[src/rtl/bridge_req_arbiter.sv]
// Round-robin arbiter sharing one AHB-to-APB bridge packet port among NUM_REQ front-ends.
// Each requester has one packet slot; the bridge's response is routed back to the granted requester.
module bridge_req_arbiter #(
    parameter  int NUM_REQ = 2,
    parameter  int TIMEOUT = 64,
    localparam int GW      = $clog2(NUM_REQ)
) (
    input  logic                  HCLK,
    input  logic                  RESET,
    input  logic [NUM_REQ*41-1:0] Req_Packet,
    input  logic [NUM_REQ-1:0]    Req_Valid,
    output logic [NUM_REQ-1:0]    Req_Ready,
    output logic [NUM_REQ-1:0]    Req_Rd_Valid,
    output logic [31:0]           Req_Rd_Data,
    output logic [NUM_REQ-1:0]    Req_Err,
    output logic [NUM_REQ-1:0]    Req_Ovf,
    output logic [40:0]           Packet_Out,
    output logic                  P_Valid,
    input  logic                  Bridge_Ready,
    input  logic                  Bridge_Rd_Valid,
    input  logic [31:0]           Bridge_Rd_Data,
    output logic [GW-1:0]         Grant_Id,
    output logic                  Busy
);

    localparam logic [1:0] IDLE  = 2'b00;
    localparam logic [1:0] ISSUE = 2'b01;
    localparam logic [1:0] WAIT  = 2'b10;
    localparam int         CW    = (TIMEOUT > 1) ? $clog2(TIMEOUT) : 1;

    typedef logic [40:0] pkt_t;

    logic [1:0]                state_q, state_d;
    logic [NUM_REQ-1:0]        pend_q, pend_d;
    logic [NUM_REQ-1:0][40:0]  slot_q, slot_d;
    logic [GW-1:0]             ptr_q, ptr_d;
    logic [GW-1:0]             grant_q, grant_d;
    logic [CW-1:0]             cnt_q, cnt_d;
    pkt_t                      pkt_q, pkt_d;
    logic [31:0]               rd_data_q, rd_data_d;
    logic                      p_valid_q, p_valid_d;
    logic [NUM_REQ-1:0]        ready_q, ready_d;
    logic [NUM_REQ-1:0]        rd_valid_q, rd_valid_d;
    logic [NUM_REQ-1:0]        err_q, err_d;
    logic [NUM_REQ-1:0]        ovf_q, ovf_d;
    logic                      found;
    int                        idx;
    logic [GW-1:0]             cand;

    always_comb begin
        state_d    = state_q;
        pend_d     = pend_q;
        slot_d     = slot_q;
        ptr_d      = ptr_q;
        grant_d    = grant_q;
        cnt_d      = cnt_q;
        pkt_d      = pkt_q;
        rd_data_d  = rd_data_q;
        p_valid_d  = 1'b0;
        ready_d    = '0;
        rd_valid_d = '0;
        err_d      = '0;
        ovf_d      = '0;
        found      = 1'b0;
        idx        = 0;
        cand       = '0;

        case (state_q)
            IDLE: begin
                // Scan starts just after the last winner so every requester gets a turn.
                for (int k = 1; k <= NUM_REQ; k++) begin
                    idx = int'(ptr_q) + k;
                    if (idx >= NUM_REQ) idx = idx - NUM_REQ;
                    cand = GW'(idx);
                    if (!found && pend_q[cand]) begin
                        found   = 1'b1;
                        grant_d = cand;
                        ptr_d   = cand;
                    end
                end
                if (found) state_d = ISSUE;
            end
            ISSUE: begin
                pkt_d           = slot_q[grant_q];
                p_valid_d       = 1'b1;
                pend_d[grant_q] = 1'b0;
                cnt_d           = '0;
                state_d         = WAIT;
            end
            WAIT: begin
                if (pkt_q[40] && Bridge_Ready) begin
                    ready_d[grant_q] = 1'b1;
                    state_d          = IDLE;
                end else if (!pkt_q[40] && Bridge_Rd_Valid) begin
                    rd_data_d           = Bridge_Rd_Data;
                    rd_valid_d[grant_q] = 1'b1;
                    state_d             = IDLE;
                end else begin
                    cnt_d = cnt_q + 1'b1;
                    if (TIMEOUT != 0 && cnt_q == CW'(TIMEOUT - 1)) begin
                        err_d[grant_q] = 1'b1;
                        state_d        = IDLE;
                    end
                end
            end
            default: state_d = IDLE;
        endcase

        // Capture after the FSM so a packet arriving while its slot issues re-arms pend.
        for (int i = 0; i < NUM_REQ; i++) begin
            if (Req_Valid[i]) begin
                if (!pend_q[i] || (state_q == ISSUE && grant_q == GW'(i))) begin
                    slot_d[i] = Req_Packet[41*i +: 41];
                    pend_d[i] = 1'b1;
                end else begin
                    ovf_d[i] = 1'b1;
                end
            end
        end
    end

    always_ff @(posedge HCLK) begin
        if (RESET) begin
            state_q    <= IDLE;
            pend_q     <= '0;
            slot_q     <= '0;
            ptr_q      <= GW'(NUM_REQ - 1);
            grant_q    <= '0;
            cnt_q      <= '0;
            pkt_q      <= '0;
            rd_data_q  <= '0;
            p_valid_q  <= 1'b0;
            ready_q    <= '0;
            rd_valid_q <= '0;
            err_q      <= '0;
            ovf_q      <= '0;
        end else begin
            state_q    <= state_d;
            pend_q     <= pend_d;
            slot_q     <= slot_d;
            ptr_q      <= ptr_d;
            grant_q    <= grant_d;
            cnt_q      <= cnt_d;
            pkt_q      <= pkt_d;
            rd_data_q  <= rd_data_d;
            p_valid_q  <= p_valid_d;
            ready_q    <= ready_d;
            rd_valid_q <= rd_valid_d;
            err_q      <= err_d;
            ovf_q      <= ovf_d;
        end
    end

    assign Req_Ready    = ready_q;
    assign Req_Rd_Valid = rd_valid_q;
    assign Req_Rd_Data  = rd_data_q;
    assign Req_Err      = err_q;
    assign Req_Ovf      = ovf_q;
    assign Packet_Out   = pkt_q;
    assign P_Valid      = p_valid_q;
    assign Grant_Id     = grant_q;
    assign Busy         = (state_q != IDLE);

endmodule

[config.mk]
export PLATFORM = sky130hd
export DESIGN_NAME = bridge_req_arbiter
export DESIGN_NICKNAME = d
export VERILOG_FILES = /design/src/rtl/bridge_req_arbiter.sv
export SDC_FILE = /design/constraint.sdc
export NUM_CORES = 1
export LEC_CHECK = 0
export ABC_AREA = 1
export CAP_MARGIN = 20
export CORE_AREA = 2 2 110 112
export CTS_CLUSTER_SIZE = 12
export DETAILED_ROUTE_END_ITERATION = 8
export DIE_AREA = 0 0 112 114
export DONT_BUFFER_PORTS = 1
export PLACE_DENSITY_LB_ADDON = 0.1
export SLEW_MARGIN = 20
export SYNTH_ARGS = -nofsm -noshare
export SYNTH_HDL_FRONTEND = slang
export SYNTH_SLANG_ARGS = --single-unit
[constraint.sdc]
create_clock -name HCLK -period 1.22 [get_ports HCLK]
set_input_delay 0.183 -clock HCLK [delete_from_list [all_inputs] [get_ports HCLK]]
set_output_delay 0.183 -clock HCLK [all_outputs]
set_load 0.05 [all_outputs]
==> results of run 1 <==
-- per-stage QoR --
stage	cells	TNS [ps]	setup WS, ps
2_1_floorplan	834	-308	-7.70
3_3_place_gp	1040	-2520	-56.0
3_5_place_dp	1040	-9320	-123
4_1_cts	1204	-7490	-135
-- logic make-up after synthesis --
kind of cell | Yosys count
DFF | 176
buffers and inverters | 75
adders and majority gates | 1
AOI/OAI and AO/OA | 162
and+or+nand+nor | 420
-- cell usage after synthesis (2+ instances only) --
library cell / count
buf_4: 4
nor2_2: 2
nand3_1: 8
o21ai_1: 80
buf_6: 4
buf_2: 18
nand4_1: 3
inv_2: 8
o21ai_0: 37
clkbuf_1: 25
dfxtp_1: 176
a21oi_1: 3
nand2_1: 151
a31oi_1: 41
inv_1: 14
nor3_1: 4
nor2_1: 249
nand2_2: 2
-- timing repair --
item | 4_1_cts
setup endpoints to repair | 162
cloned | 12
pin swaps | 21
hold endpoints to repair | 171
hold buffers | 114
setup buffers | 7
gates resized for setup | 110
==> impl_metrics.yaml, run 1 <==
status:
  status: "aborted with a tool error"
  stop_stage: "5_1_grt"
  error: "[ERROR DPL-0033] detailed placement checks failed during check placement."
cts:
  clock_sinks: 176
  htreeDepth: 4
  cts-root-buf: "clkbuf_16"
  numCtsBuffers: 17
  ctsLongestPathBuffers: 2
placement:
  routabilityCongestion: 0.811
  hpwl_um: 10900
  place_area_mm2: 0.00733
  port_buffers: 0
floorplan:
  die_x_um: 112
  die_y_um: 114
  io_pins: 204
  num_rows: 40
  start_util: 0.544
synthesis:
  yosys-mux-area-fraction: 0
  async_flop_share: 0
  synth-adder-area-share: 0.00197
  synth_ff_type: "dfxtp_1"
  synth_top_family_by_area: "simple AND/OR/NAND/NOR gates"
  synth-seq-cells: 176
  yosys-top-cells-area: "dfxtp_1 (55%), nor2_1 (15%), nand2_1 (8.9%)"
  syn_inst: 834
  yosysTopAreaCell: "dfxtp_1"
  synth_area_mm2: 0.00637
  synth_xor_area_frac: 0
  synth-simple-area-share: 0.253
  synth_area_per_cell_um2: 7.63
  synth.top_cell.area_share: 0.553
  syn_nets: 955
  synth-edff-count: 0
  synth_compound_area_frac: 0.136
  ys_seq_area_frac: 0.553
  yosysWarnings: 0
  synth_cell_type_count: 23
grt:
  grt_start_max_net_pins: 74
  antenna_found_initial: 3
timing:
  crit_endpoint: "Packet_Out[27]$_SDFFE_PP0N_/D"
  worst_endpoint_kind: "register input"
==> run 2: changes to the inputs <==
--- a/config.mk
+++ b/config.mk
@@ -7,12 +7,11 @@
 export LEC_CHECK = 0
 export ABC_AREA = 1
 export CAP_MARGIN = 20
-export CORE_AREA = 2 2 110 112
-export CTS_CLUSTER_SIZE = 12
+export CORE_AREA = 2 2 130 132
 export DETAILED_ROUTE_END_ITERATION = 8
-export DIE_AREA = 0 0 112 114
+export DIE_AREA = 0 0 132 134
 export DONT_BUFFER_PORTS = 1
-export PLACE_DENSITY_LB_ADDON = 0.1
+export PLACE_DENSITY_LB_ADDON = 0.15
 export SLEW_MARGIN = 20
 export SYNTH_ARGS = -nofsm -noshare
 export SYNTH_HDL_FRONTEND = slang
==> constraint.sdc (replaced) <==
create_clock -name HCLK -period 1.6 [get_ports HCLK]
set_input_delay 0.24 -clock HCLK [delete_from_list [all_inputs] [get_ports HCLK]]
set_output_delay 0.24 -clock HCLK [all_outputs]
set_load 0.05 [all_outputs]
==> impl_metrics.yaml, run 2 <==
cts:
  ctsLongestPathBuffers: 2
  htreeDepth: 4
  cts.reportedPaths.clkPinSlew_ps: 70
  cts_tree: "built"
  cts-root-buf: "clkbuf_16"
  clock_sinks: 176
  numCtsBuffers: 17
  post-cts-setup-buffers: 0
  clk_latency_ps: 420
timing:
  fmaxAchievable_ghz: 0.650
  final.period_utilization: 0.961
  timing.final.ws_setup_ps: 62.7
  rsz0062_at_grt: "no"
  finalMaxSlewViolations: 0
  finalCriticalPeriod_ps: 1540
  finClkSkew_ps: 5.61
  tightest_slew_ps: 559
  finalSetupViolCount: 0
  relSlewSlack: 0.627
  tns_ps: 0
  hold_slack_ps: 9.00
  hold_violations: 0
synthesis:
  synth_cell_type_count: 23
  synth-seq-cells: 176
  ys_top_cells_by_count: "nor2_1 (249), dfxtp_1 (176), nand2_1 (151)"
  yosysWarnings: 0
  synth_ff_type: "dfxtp_1"
  syn_inst: 834
  syn_nets: 955
  synth.top_cell.area_share: 0.553
  synth_area_per_cell_um2: 7.63
  async_flop_share: 0
  synth_area_mm2: 0.00637
  synth-edff-count: 0
  synth.most_common_cell: "nor2_1"
  ys_seq_area_frac: 0.553
  yosys-top-cells-area: "dfxtp_1 (55%), nor2_1 (15%), nand2_1 (8.9%)"
  yosysTopAreaCell: "dfxtp_1"
drt:
  avgRoutedWirePerCell_um: 15.4
  drc: 0
  routed_via_density: 4.95
  vias: 5913
  first_pass_iters: 4
  ant_nets: 0
  drt_wl_total_um: 18300
  first_iter_violations: 313
layout:
  design_area_mm2: 0.00860
  largest_reg_flops: 82
  drive_above_1_share: 0.0956
  regMostFlops: "slot_q"
  final_cell_mix: "nor2_1 (249), dfxtp_1 (176), nand2_1 (150), dlygate4sd3_1 (114), o21ai_1 (80)"
  fin_nets: 1081
  final_common_cell: "nor2_1"
  synthToLayoutAreaGrowth_pct: 35.0
  final_core_util: 0.528
  fillers: 1501
critical_path:
  required_ps: 1360
  worstPathArrival_ps: 1300
  worstSetupEndpointType: "primary output"
  worstSetupPathType: "reg -> out"
  cp-start-kind: "flip-flop"
  crit_fanout: 3
floorplan:
  coreArea_mm2: 0.0163
  start_util: 0.391
  dieArea_mm2: 0.0177
  num_rows: 47
  die_y_um: 134
  io_pins: 204
  die_x_um: 132
grt:
  grt_start_max_net_pins: 51
  grt.overflow.total: 0
  grt_pass1_wl_um: 29500
  grt_pass1_vias: 5846
  track_usage: 0.210
  antenna_found_initial: 1
placement:
  hpwl_um: 11700
  place_area_mm2: 0.00679
  port_buffers: 0
  pre_cts_slack_ps: 106
  routabilityCongestion: 0.817
power:
  p_leak_uw: 0.00344
  power_density_mw_per_mm2: 1240
  peakVddDrop_uv: 799
job:
  cap_violations: 0
status:
  status: "complete, no violations"
hold_path:
  hold_path.class: "in -> reg"
run 2: cell counts after synthesis:
No cell type changed its count.
run 2: final timing paths:
path / from / endpoint / slack, ps / depth (start not counted)
worst max-delay path: state_q[0]$_SDFFE_PP0P_ / Busy / 60 / 3
worst min-delay path: Req_Packet[25] / slot_q[25]$_SDFFE_PP0P_ / 9 / 2
worst min register to register: slot_q[41]$_SDFFE_PP0P_ / Packet_Out[0]$_SDFFE_PP0N_ / 480 / 2
worst max register to register: state_q[0]$_SDFFE_PP0P_ / pend_q[0]$_SDFF_PP0_ / 110 / 6
run 2: through the flow:
step	std cells	total power [uW]
2_1_floorplan	834	5820
3_3_place_gp	1046	6070
3_5_place_dp	1046	6100
4_1_cts	1193	10800
5_1_grt	1194	11100
6_report	1194	10700
run 2: cell type report:
| class | count | area (um2) | share of cell area |
|---|---|---|---|
| Clock buffer | 17 | 425 | 0.0495 |
| Clock inverter | 15 | 205 | 0.0239 |
| Antenna cell | 1 | 2.50 | 0.000291 |
| Timing Repair Buffer | 159 | 1580 | 0.184 |
| Tap cell | 220 | 275 | 0.0320 |
| Sequential cell | 176 | 3520 | 0.410 |
| Multi-Input combinational cell | 583 | 2490 | 0.290 |
| Inverter | 23 | 88.8 | 0.0103 |
run 2: report_power, final:
part,switching (uW),total (uW),internal (uW)
registers,365,5030,4660
clock network,1780,4410,2630
logic,730,1240,515
run 2: cell families (layout without fill, tap and decap cells):
kind of cell | count (synthesis) | count (layout) | share of synthesized area
compound gates | 162 | 162 | 0.136
fa+ha+maj | 1 | 1 | 0.00197
buf+inv | 75 | 214 | 0.0552
flops | 176 | 176 | 0.553
other cells | 0 | 1 | 0
simple gates | 420 | 420 | 0.253
run 2: timing repair:
action	CTS	global route
gates cloned	0	0
resized for setup	1	2
hold endpoints to repair	161	0
hold buffers	115	0
endpoints found under the setup margin	1	17
run 2: per-layer routing:
metal,part of all wire,track usage,vias to the layer above
met5,0,0,-
met4,0.031,0.0972,0
met3,0.060,0.0537,38
met2,0.49,0.358,205
met1,0.42,0.249,2718
li1,-,-,2952
run 2: worst max-delay path, stage by stage, from the launching register on:
cell and delay (ps):
dfxtp_1 320, buf_4 140, nor2_1 230, inv_2 190
No activity file was read; power rests on OpenSTA's default activity.
